===== src/rtl/pipe_hazard_pkg.sv =====
// pipe_hazard_pkg: shared slot record, select encoding and default widths for the hazard unit.
package pipe_hazard_pkg;
    localparam int RF_ADDR_W   = 5;
    localparam int LAT_W       = 3;
    localparam int AGE_W       = 3;
    localparam int NUM_STAGES  = 3;
    localparam int FWD_REGFILE = 0;

    typedef struct packed {
        logic                 valid;
        logic [RF_ADDR_W-1:0] rd;
        logic [LAT_W-1:0]     lat;
        logic [AGE_W-1:0]     age;
    } slot_t;
endpackage


===== src/rtl/hazard_operand_resolve.sv =====
// hazard_operand_resolve: youngest-producer match for one source operand, giving the
// forward select and whether the consumer must wait for an unfinished producer.
module hazard_operand_resolve
    import pipe_hazard_pkg::*;
#(
    parameter int  REGFILE_ADDR_WIDTH = RF_ADDR_W,
    parameter int  NUM_FWD_STAGES     = NUM_STAGES,
    parameter int  SEL_WIDTH          = $clog2(NUM_FWD_STAGES + 1),
    parameter type slot_type          = slot_t
) (
    input  slot_type                      slots [NUM_FWD_STAGES],
    input  logic                          used,
    input  logic [REGFILE_ADDR_WIDTH-1:0] addr,
    output logic [SEL_WIDTH-1:0]          sel,
    output logic                          stall_req
);
    // Walk oldest to youngest so the lowest matching slot has the final say.
    always_comb begin
        sel       = SEL_WIDTH'(FWD_REGFILE);
        stall_req = 1'b0;
        if (used && addr != '0)
            for (int k = NUM_FWD_STAGES - 1; k >= 0; k--)
                if (slots[k].valid && slots[k].rd == addr) begin
                    sel       = (int'(slots[k].age) + 1 >= int'(slots[k].lat)) ? SEL_WIDTH'(k + 1) : SEL_WIDTH'(FWD_REGFILE);
                    stall_req = int'(slots[k].age) + 1 < int'(slots[k].lat);
                end
    end
endmodule


===== src/rtl/pipe_hazard_unit.sv =====
// pipe_hazard_unit: shadow pipeline of in-flight writes, operand forwarding selects and ID stall.
// Optional HAZARD_PERF_EN adds Stall_cycles / Fwd_hits performance counters.
module pipe_hazard_unit
    import pipe_hazard_pkg::*;
#(
    parameter int REGFILE_ADDR_WIDTH = RF_ADDR_W,
    parameter int NUM_FWD_STAGES     = NUM_STAGES,
    parameter int LAT_WIDTH          = LAT_W,
    parameter int SEL_WIDTH          = $clog2(NUM_FWD_STAGES + 1)
) (
    input  logic                          Clk,
    input  logic                          Reset_n,
    input  logic                          ID_Valid,
    input  logic [REGFILE_ADDR_WIDTH-1:0] ID_Rs1_addr,
    input  logic [REGFILE_ADDR_WIDTH-1:0] ID_Rs2_addr,
    input  logic [1:0]                    ID_Rs_used,
    input  logic [REGFILE_ADDR_WIDTH-1:0] ID_Rd_addr,
    input  logic                          ID_RegFile_wr_en,
    input  logic [LAT_WIDTH-1:0]          ID_Rd_lat,
    input  logic                          EX_Flush,
    output logic [SEL_WIDTH-1:0]          ForwardA,
    output logic [SEL_WIDTH-1:0]          ForwardB,
    output logic                          Stall
`ifdef HAZARD_PERF_EN
    ,
    output logic [31:0]                   Stall_cycles,
    output logic [31:0]                   Fwd_hits
`endif
);
    typedef struct packed {
        logic                          valid;
        logic [REGFILE_ADDR_WIDTH-1:0] rd;
        logic [LAT_WIDTH-1:0]          lat;
        logic [AGE_W-1:0]              age;
    } slot_p_t;

    slot_p_t              slots [NUM_FWD_STAGES];
    logic                 stall_a, stall_b;
    logic [LAT_WIDTH-1:0] lat_eff;

    assign lat_eff = (ID_Rd_lat == '0) ? LAT_WIDTH'(1) : ID_Rd_lat;
    assign Stall   = ID_Valid & (stall_a | stall_b);

    always_ff @(posedge Clk or negedge Reset_n) begin
        if (!Reset_n) begin
            for (int k = 0; k < NUM_FWD_STAGES; k++)
                slots[k] <= '0;
        end else begin
            slots[0] <= '{valid: ID_Valid & ID_RegFile_wr_en & (ID_Rd_addr != '0) & ~Stall & ~EX_Flush,
                          rd: ID_Rd_addr, lat: lat_eff, age: '0};
            for (int k = 1; k < NUM_FWD_STAGES; k++)
                slots[k] <= '{valid: slots[k-1].valid, rd: slots[k-1].rd, lat: slots[k-1].lat,
                              age: (slots[k-1].age >= AGE_W'(NUM_FWD_STAGES)) ? slots[k-1].age : slots[k-1].age + 1'b1};
        end
    end

    hazard_operand_resolve #(
        .REGFILE_ADDR_WIDTH(REGFILE_ADDR_WIDTH), .NUM_FWD_STAGES(NUM_FWD_STAGES),
        .SEL_WIDTH(SEL_WIDTH), .slot_type(slot_p_t)
    ) u_res_a (
        .slots(slots), .used(ID_Rs_used[0]), .addr(ID_Rs1_addr), .sel(ForwardA), .stall_req(stall_a)
    );

    hazard_operand_resolve #(
        .REGFILE_ADDR_WIDTH(REGFILE_ADDR_WIDTH), .NUM_FWD_STAGES(NUM_FWD_STAGES),
        .SEL_WIDTH(SEL_WIDTH), .slot_type(slot_p_t)
    ) u_res_b (
        .slots(slots), .used(ID_Rs_used[1]), .addr(ID_Rs2_addr), .sel(ForwardB), .stall_req(stall_b)
    );

`ifdef HAZARD_PERF_EN
    always_ff @(posedge Clk or negedge Reset_n) begin
        if (!Reset_n) begin
            Stall_cycles <= '0;
            Fwd_hits     <= '0;
        end else begin
            Stall_cycles <= Stall_cycles + 32'(Stall);
            Fwd_hits     <= Fwd_hits + 32'(ForwardA != '0) + 32'(ForwardB != '0);
        end
    end
`endif
endmodule

===== config.mk =====
export PLATFORM = sky130hd
export DESIGN_NAME = pipe_hazard_unit
export DESIGN_NICKNAME = d
export VERILOG_FILES = /design/src/rtl/pipe_hazard_pkg.sv /design/src/rtl/hazard_operand_resolve.sv /design/src/rtl/pipe_hazard_unit.sv
export SDC_FILE = /design/constraint.sdc
export NUM_CORES = 1
export LEC_CHECK = 0
export ABC_AREA = 1
export BUFFER_PORTS_ARGS = -buffer_cell sky130_fd_sc_hd__buf_4
export CAP_MARGIN = 20
export CORE_UTILIZATION = 36
export DETAILED_ROUTE_END_ITERATION = 10
export PLACE_DENSITY = 0.67
export SYNTH_ARGS = -nofsm -noshare
export SYNTH_HDL_FRONTEND = slang
export SYNTH_SLANG_ARGS = --single-unit
export TNS_END_PERCENT = 30

===== constraint.sdc =====
create_clock -name Clk -period 2.45 [get_ports Clk]
set_clock_uncertainty 0.1 [all_clocks]
set_input_delay 0.3675 -clock Clk [delete_from_list [all_inputs] [get_ports Clk]]
set_output_delay 0.3675 -clock Clk [all_outputs]
set_load 0.01 [all_outputs]

After elaboration in Yosys (flattened, before gate mapping):

Index checks and enable logic that the tools add are counted.
W data, S select, Z words.

* register bits after elaboration: 30
* input port bits: 25

* bitwise logic cells: 8
* $lt $le $gt $ge: 7
* add/subtract/negate cells: 3
* reductions and logical operators: 12
* eq/ne operators: 6
* mux-type cells: 21

Operators by type and width (count)
* $ge A32 B4 Y1: 2
* $lt A32 B4 Y1: 2
* $eq A5 B5 Y1: 6
* $mux W2: 11
* $reduce_bool A5 Y1: 3
* $mux W1: 9
* $logic_and A1 B1 Y1: 8
* $and A1 B1 Y1: 5
* $add A1 B1 Y2 const B: 2
* $add A2 B1 Y3 const B: 1
* $ge A1 B3 Y1 const A: 1
* $logic_not A3 Y1: 1
* $lt A1 B3 Y1 const A: 1
* $mux W3: 1
* $ge A1 B2 Y1 const B: 1
* $not A1 Y1: 2
* $or A1 B1 Y1: 1

Logic depth before layout (Yosys ltp):

* word-level depth: 11
* mapped depth: 12
* depth with buffers taken out: 12

By module:

From an unflattened synthesis, not the netlist that was laid out.

* cell total of the unflattened synthesis: 323
* area total of the unflattened synthesis: 2304.7 µm²

Modules (own cells, without submodules)
* pipe_hazard_unit: cells each 50, times used 1, seq. area each 750.7 µm², area each 839.6 µm²
* hazard_operand_resolve (u_res_b): cells each 137, times used 1, seq. area each 0.0 µm², area each 733.2 µm²
* hazard_operand_resolve (u_res_a): cells each 136, times used 1, seq. area each 0.0 µm², area each 732.0 µm²

Worst setup path before layout:

OpenSTA, ideal clock, no wires.

* kind: register -> output
* start: reg, netlist name slots[0]
* end: out Stall
* slack: 0.357 ns
* stages on the path, launching flop included: 11
* arrival: 1.626 ns
* buffers on the path: 0
* cells stage by stage: dfrtp_1 -> ha_1 -> ha_1 -> nand2_1 -> o21a_1 -> nand3_1 -> nand2_1 -> nand2_1 -> nand2_1 -> nand2_1 -> a21oi_1

* cells in the longest elaborated chain, start to end: 8
* elaborated cells on any way between the ends: 12
* those cells by class: 1 x add/sub; 1 x order compare; 8 x mux; 2 x bitwise

RTL lines
* $add A2 B1 Y3 *: line hazard_operand_resolve.sv:25 `stall_req = int'(slots[k].age) + 1 < int'(slots[k].lat);`
* $lt A32 B4 Y1 *: line hazard_operand_resolve.sv:25
* $mux W1 (3 in series): line hazard_operand_resolve.sv:23 `if (slots[k].valid && slots[k].rd == addr) begin`
* $mux W1: line hazard_operand_resolve.sv:21 `if (used && addr != '0)`
* $or A1 B1 Y1 *: line pipe_hazard_unit.sv:42 `assign Stall = ID_Valid & (stall_a | stall_b);`
* $and A1 B1 Y1 *: line pipe_hazard_unit.sv:42
* end: declaration: line pipe_hazard_unit.sv:23 `output logic Stall`

Every way passes the cells marked *; elsewhere a longest branch is shown, timed or not.

Worst setup path after layout:

* start: reg, netlist name slots[0]
* end: out ForwardA[0]

* cells in the longest elaborated chain, start to end: 7

RTL lines
* $add A2 B1 Y3: line hazard_operand_resolve.sv:24 `sel = (int'(slots[k].age) + 1 >= int'(slots[k].lat)) ? SEL_WIDTH'(k + 1) : SEL_WIDTH'(FWD_REGFILE);`
* $ge A32 B4 Y1: line hazard_operand_resolve.sv:24
* $mux W2: line hazard_operand_resolve.sv:24
* $mux W2 (3 in series): line hazard_operand_resolve.sv:23
* $mux W2: line hazard_operand_resolve.sv:21
* end: declaration: line pipe_hazard_unit.sv:21 `output logic [SEL_WIDTH-1:0] ForwardA,`

Every way passes these cells.

==> results.sh <==
export IMPL_cp_common_cell="ha_4"
export IMPL_path_buf_inv=2
export IMPL_dieHeight_um=68.9
export IMPL_largest_reg_flops=30
export IMPL_rr_startpoint="slots[0]"
export IMPL_fmaxAchievable_mhz=390
export IMPL_dominantRegCellSynth="dfrtp_1"
export IMPL_peakVddDrop_mv=0.323
export IMPL_required_ns=1.98
export IMPL_syn_nets=233
export IMPL_cp_depth=10
export IMPL_antenna_left=0
export IMPL_reg2reg_depth=11
export IMPL_synth_enable_flop_cells=0
export IMPL_dr_pass1_iters=5
export IMPL_fin_ws_ns=-0.117
export IMPL_cts_tree="done"
export IMPL_drive_above_1_share_pct=28.0
export IMPL_grt_first_pass_wirelength_um=5550
export IMPL_dieArea_um2=4750
export IMPL_worstPathArrival_ns=2.10
export IMPL_routed_wl_met3_um=228
export IMPL_grt_usage_pct=16.5
export IMPL_final_max_slew_viol_count=0
export IMPL_wl_per_cell_um=11.7
export IMPL_clk_latency_ns=0.28
export IMPL_grt_antenna_before_repair=0
export IMPL_dp_hpwl_um=2660
export IMPL_cap_viol_max_count=0
export IMPL_overflow=0
export IMPL_cp_top_family="adder cells"
export IMPL_min_period_over_period_pct=105
export IMPL_fillers=409
export IMPL_rsz0062_at_grt="yes"
export IMPL_rrSetupSlack_ns=0.61
export IMPL_area_growth_syn_to_layout_pct=27.2
export IMPL_drt_iter0_markers=61
export IMPL_seq_area_um2=751
export IMPL_hp_class="in2reg"
export IMPL_gp_congestion=0.876
export IMPL_synth_avg_cell_area_um2=7.98
export IMPL_tns_ns=-0.334
export IMPL_cts_max_path_buffers=2
export IMPL_synth_async_reset_ratio_pct=100
export IMPL_htree_num_levels=2
export IMPL_wirelength_um=3400
export IMPL_worstSetupPathType="reg2out"
export IMPL_slowest_stage="dfrtp_1"
export IMPL_fin_util_pct=49.5
export IMPL_start_util_pct=38.9
export IMPL_root_buffer="clkbuf_8"
export IMPL_cts_sinks=30
export IMPL_nets=269
export IMPL_routed_via_density=4.69
export IMPL_min_period_ns=2.57
export IMPL_wl_met1_um=1570
export IMPL_reg_top3="slots (30)"
export IMPL_leakagePower_nw=1.04
export IMPL_final_hold_viol_count=0
export IMPL_worstSetupStartpoint="slots[0]"
export IMPL_post_route_drc_count=0
export IMPL_status="finished with violations"
export IMPL_yosysWarnings=0
export IMPL_cp_max_fo=3
export IMPL_diodes=0
export IMPL_num_vias=1354
export IMPL_io_buffers=29
export IMPL_grt_pass1_vias=1243
export IMPL_rows=23
export IMPL_dr_max_layer_used="met4"
export IMPL_top_register="slots"
export IMPL_setup_worst_path_end="ForwardA[0]"
export IMPL_finalPower_mw=1.12
export IMPL_netlist_area_um2=1610
export IMPL_p_per_area_nw_per_um2=545
export IMPL_critPathMaxStageDelay_ns=0.41
export IMPL_crit_chain="ha_4 -> ha_4 -> nand2_2 -> o21a_1 -> nand2_1 -> nand4_1 -> inv_1 -> o21ai_1 -> nor2_1 -> buf_4"
export IMPL_ios=30
export IMPL_yosysSeqAreaShare_pct=46.5
export IMPL_grt_max_degree=31
export IMPL_wl_met2_um=1550
export IMPL_cp_end_kind="primary output"
export IMPL_synth_cell_type_count=29
export IMPL_layout_commonest_cell="nand2_1"
export IMPL_holdWs_ns=0.101
export IMPL_clkTransAtPathRegs_ns=0.06
export IMPL_final_setup_viol_count=5
export IMPL_fp_dieW_um=68.9
export IMPL_core_um2=4140
export IMPL_cts_made_buffers=5
export IMPL_ys_ff_latch=30
export IMPL_rr_endpoint="slots[35]"
export IMPL_failed_checks="negative setup slack"
export IMPL_mostFrequentLayoutCells="nand2_1 (56), buf_4 (30), dfrtp_1 (30)"
export IMPL_multi_input_comb_area_um2=785
export IMPL_start_kind="register"
export IMPL_syn_inst=202
worst min path at each step:
| stage | start | slack, ns | cells past startpoint | end |
|---|---|---|---|---|
| after floorplan | Reset_n | -0.03 | 0 | slots[0] |
| after global placement | Reset_n | 0.22 | 1 | slots[10] |
| after detailed placement | Reset_n | 0.22 | 1 | slots[1] |
| after CTS | ID_Rd_addr[3] | 0.09 | 1 | slots[33] |
| after global routing | ID_Rd_addr[1] | 0.09 | 1 | slots[31] |
| final | ID_Rd_addr[3] | 0.10 | 1 | slots[33] |
logic make-up after synthesis:
logic type	after synthesis	synth area share, %
AOI/OAI and AO/OA	22	8.46
xor gates and xnor gates	8	4.34
DFF	30	46.5
and+or+nand+nor	99	27.4
buffers and inverters	36	8.38
other	1	0.233
adders and majority gates	6	4.65
layer usage:
layer | vias up | track usage [%]
met1 | 608 | 22.4
met2 | 40 | 25.2
li1 | 700 | -
met5 | - | 0
met4 | 0 | 6.12
met3 | 6 | 3.95
through the flow:
stage | instance area [µm²] | worst slack [ns] | std cells
global placement | 1890 | 0.237 | 279
global route | 2050 | -0.181 | 289
finish | 2050 | -0.117 | 289
CTS | 2030 | -0.0525 | 289
detailed placement | 1890 | 0.182 | 279
floorplan | 1610 | 0.357 | 202
worst register-to-register path, cell delays in order (launching register included):
cell	delay, ns
dfrtp_1	0.41
ha_4	0.26
ha_4	0.27
nand2_2	0.04
o21a_1	0.21
nand3_1	0.09
nand2_1	0.05
nand2_1	0.05
nand2_1	0.06
nand2_2	0.09
nand2_1	0.07
nor2_1	0.07
report_power, final:
part / total (mW) / internal (mW) / switching (mW) / leakage (nW)
Clock: 0.404 / 0.226 / 0.178 / 0.0482
Sequential: 0.542 / 0.521 / 0.0206 / 0.353
Combinational: 0.172 / 0.0796 / 0.0925 / 0.642
layout make-up:
| cell class | count | share of cell area, % |
|---|---|---|
| clock buffer | 7 | 4.21 |
| clock inverter | 1 | 0.244 |
| inverter | 34 | 6.22 |
| multi-input combinational | 136 | 38.2 |
| sequential | 30 | 36.6 |
| tap | 50 | 3.05 |
| timing repair buffer | 31 | 11.5 |
synth_stat cells, types with 2 or more instances:
| library cell | count | share of area, % |
|---|---|---|
| nor2_2 | 5 | 1.9 |
| inv_1 | 25 | 5.8 |
| nor2_1 | 16 | 3.7 |
| dfrtp_1 | 30 | 47 |
| o21ai_0 | 3 | 0.93 |
| inv_2 | 9 | 2.1 |
| ha_1 | 6 | 4.7 |
| nand4_1 | 6 | 2.3 |
| a21oi_1 | 7 | 2.2 |
| nand2_1 | 59 | 14 |
| o21ai_1 | 4 | 1.2 |
| xnor2_1 | 6 | 3.3 |
| xor2_1 | 2 | 1.1 |
| clkbuf_1 | 2 | 0.47 |
| o21a_1 | 2 | 0.93 |
| nand3_2 | 2 | 1.2 |
| nand3_1 | 6 | 1.9 |
repair_timing:
item / in CTS / in global routing
endpoints found under the hold margin: 30 / 0
hold buffers: 1 / 0
setup endpoints to repair: 5 / 5
pin swaps: 3 / 10
resized for setup: 3 / 6
setup buffers: 1 / 0
Power figures use the tool's default switching activity.
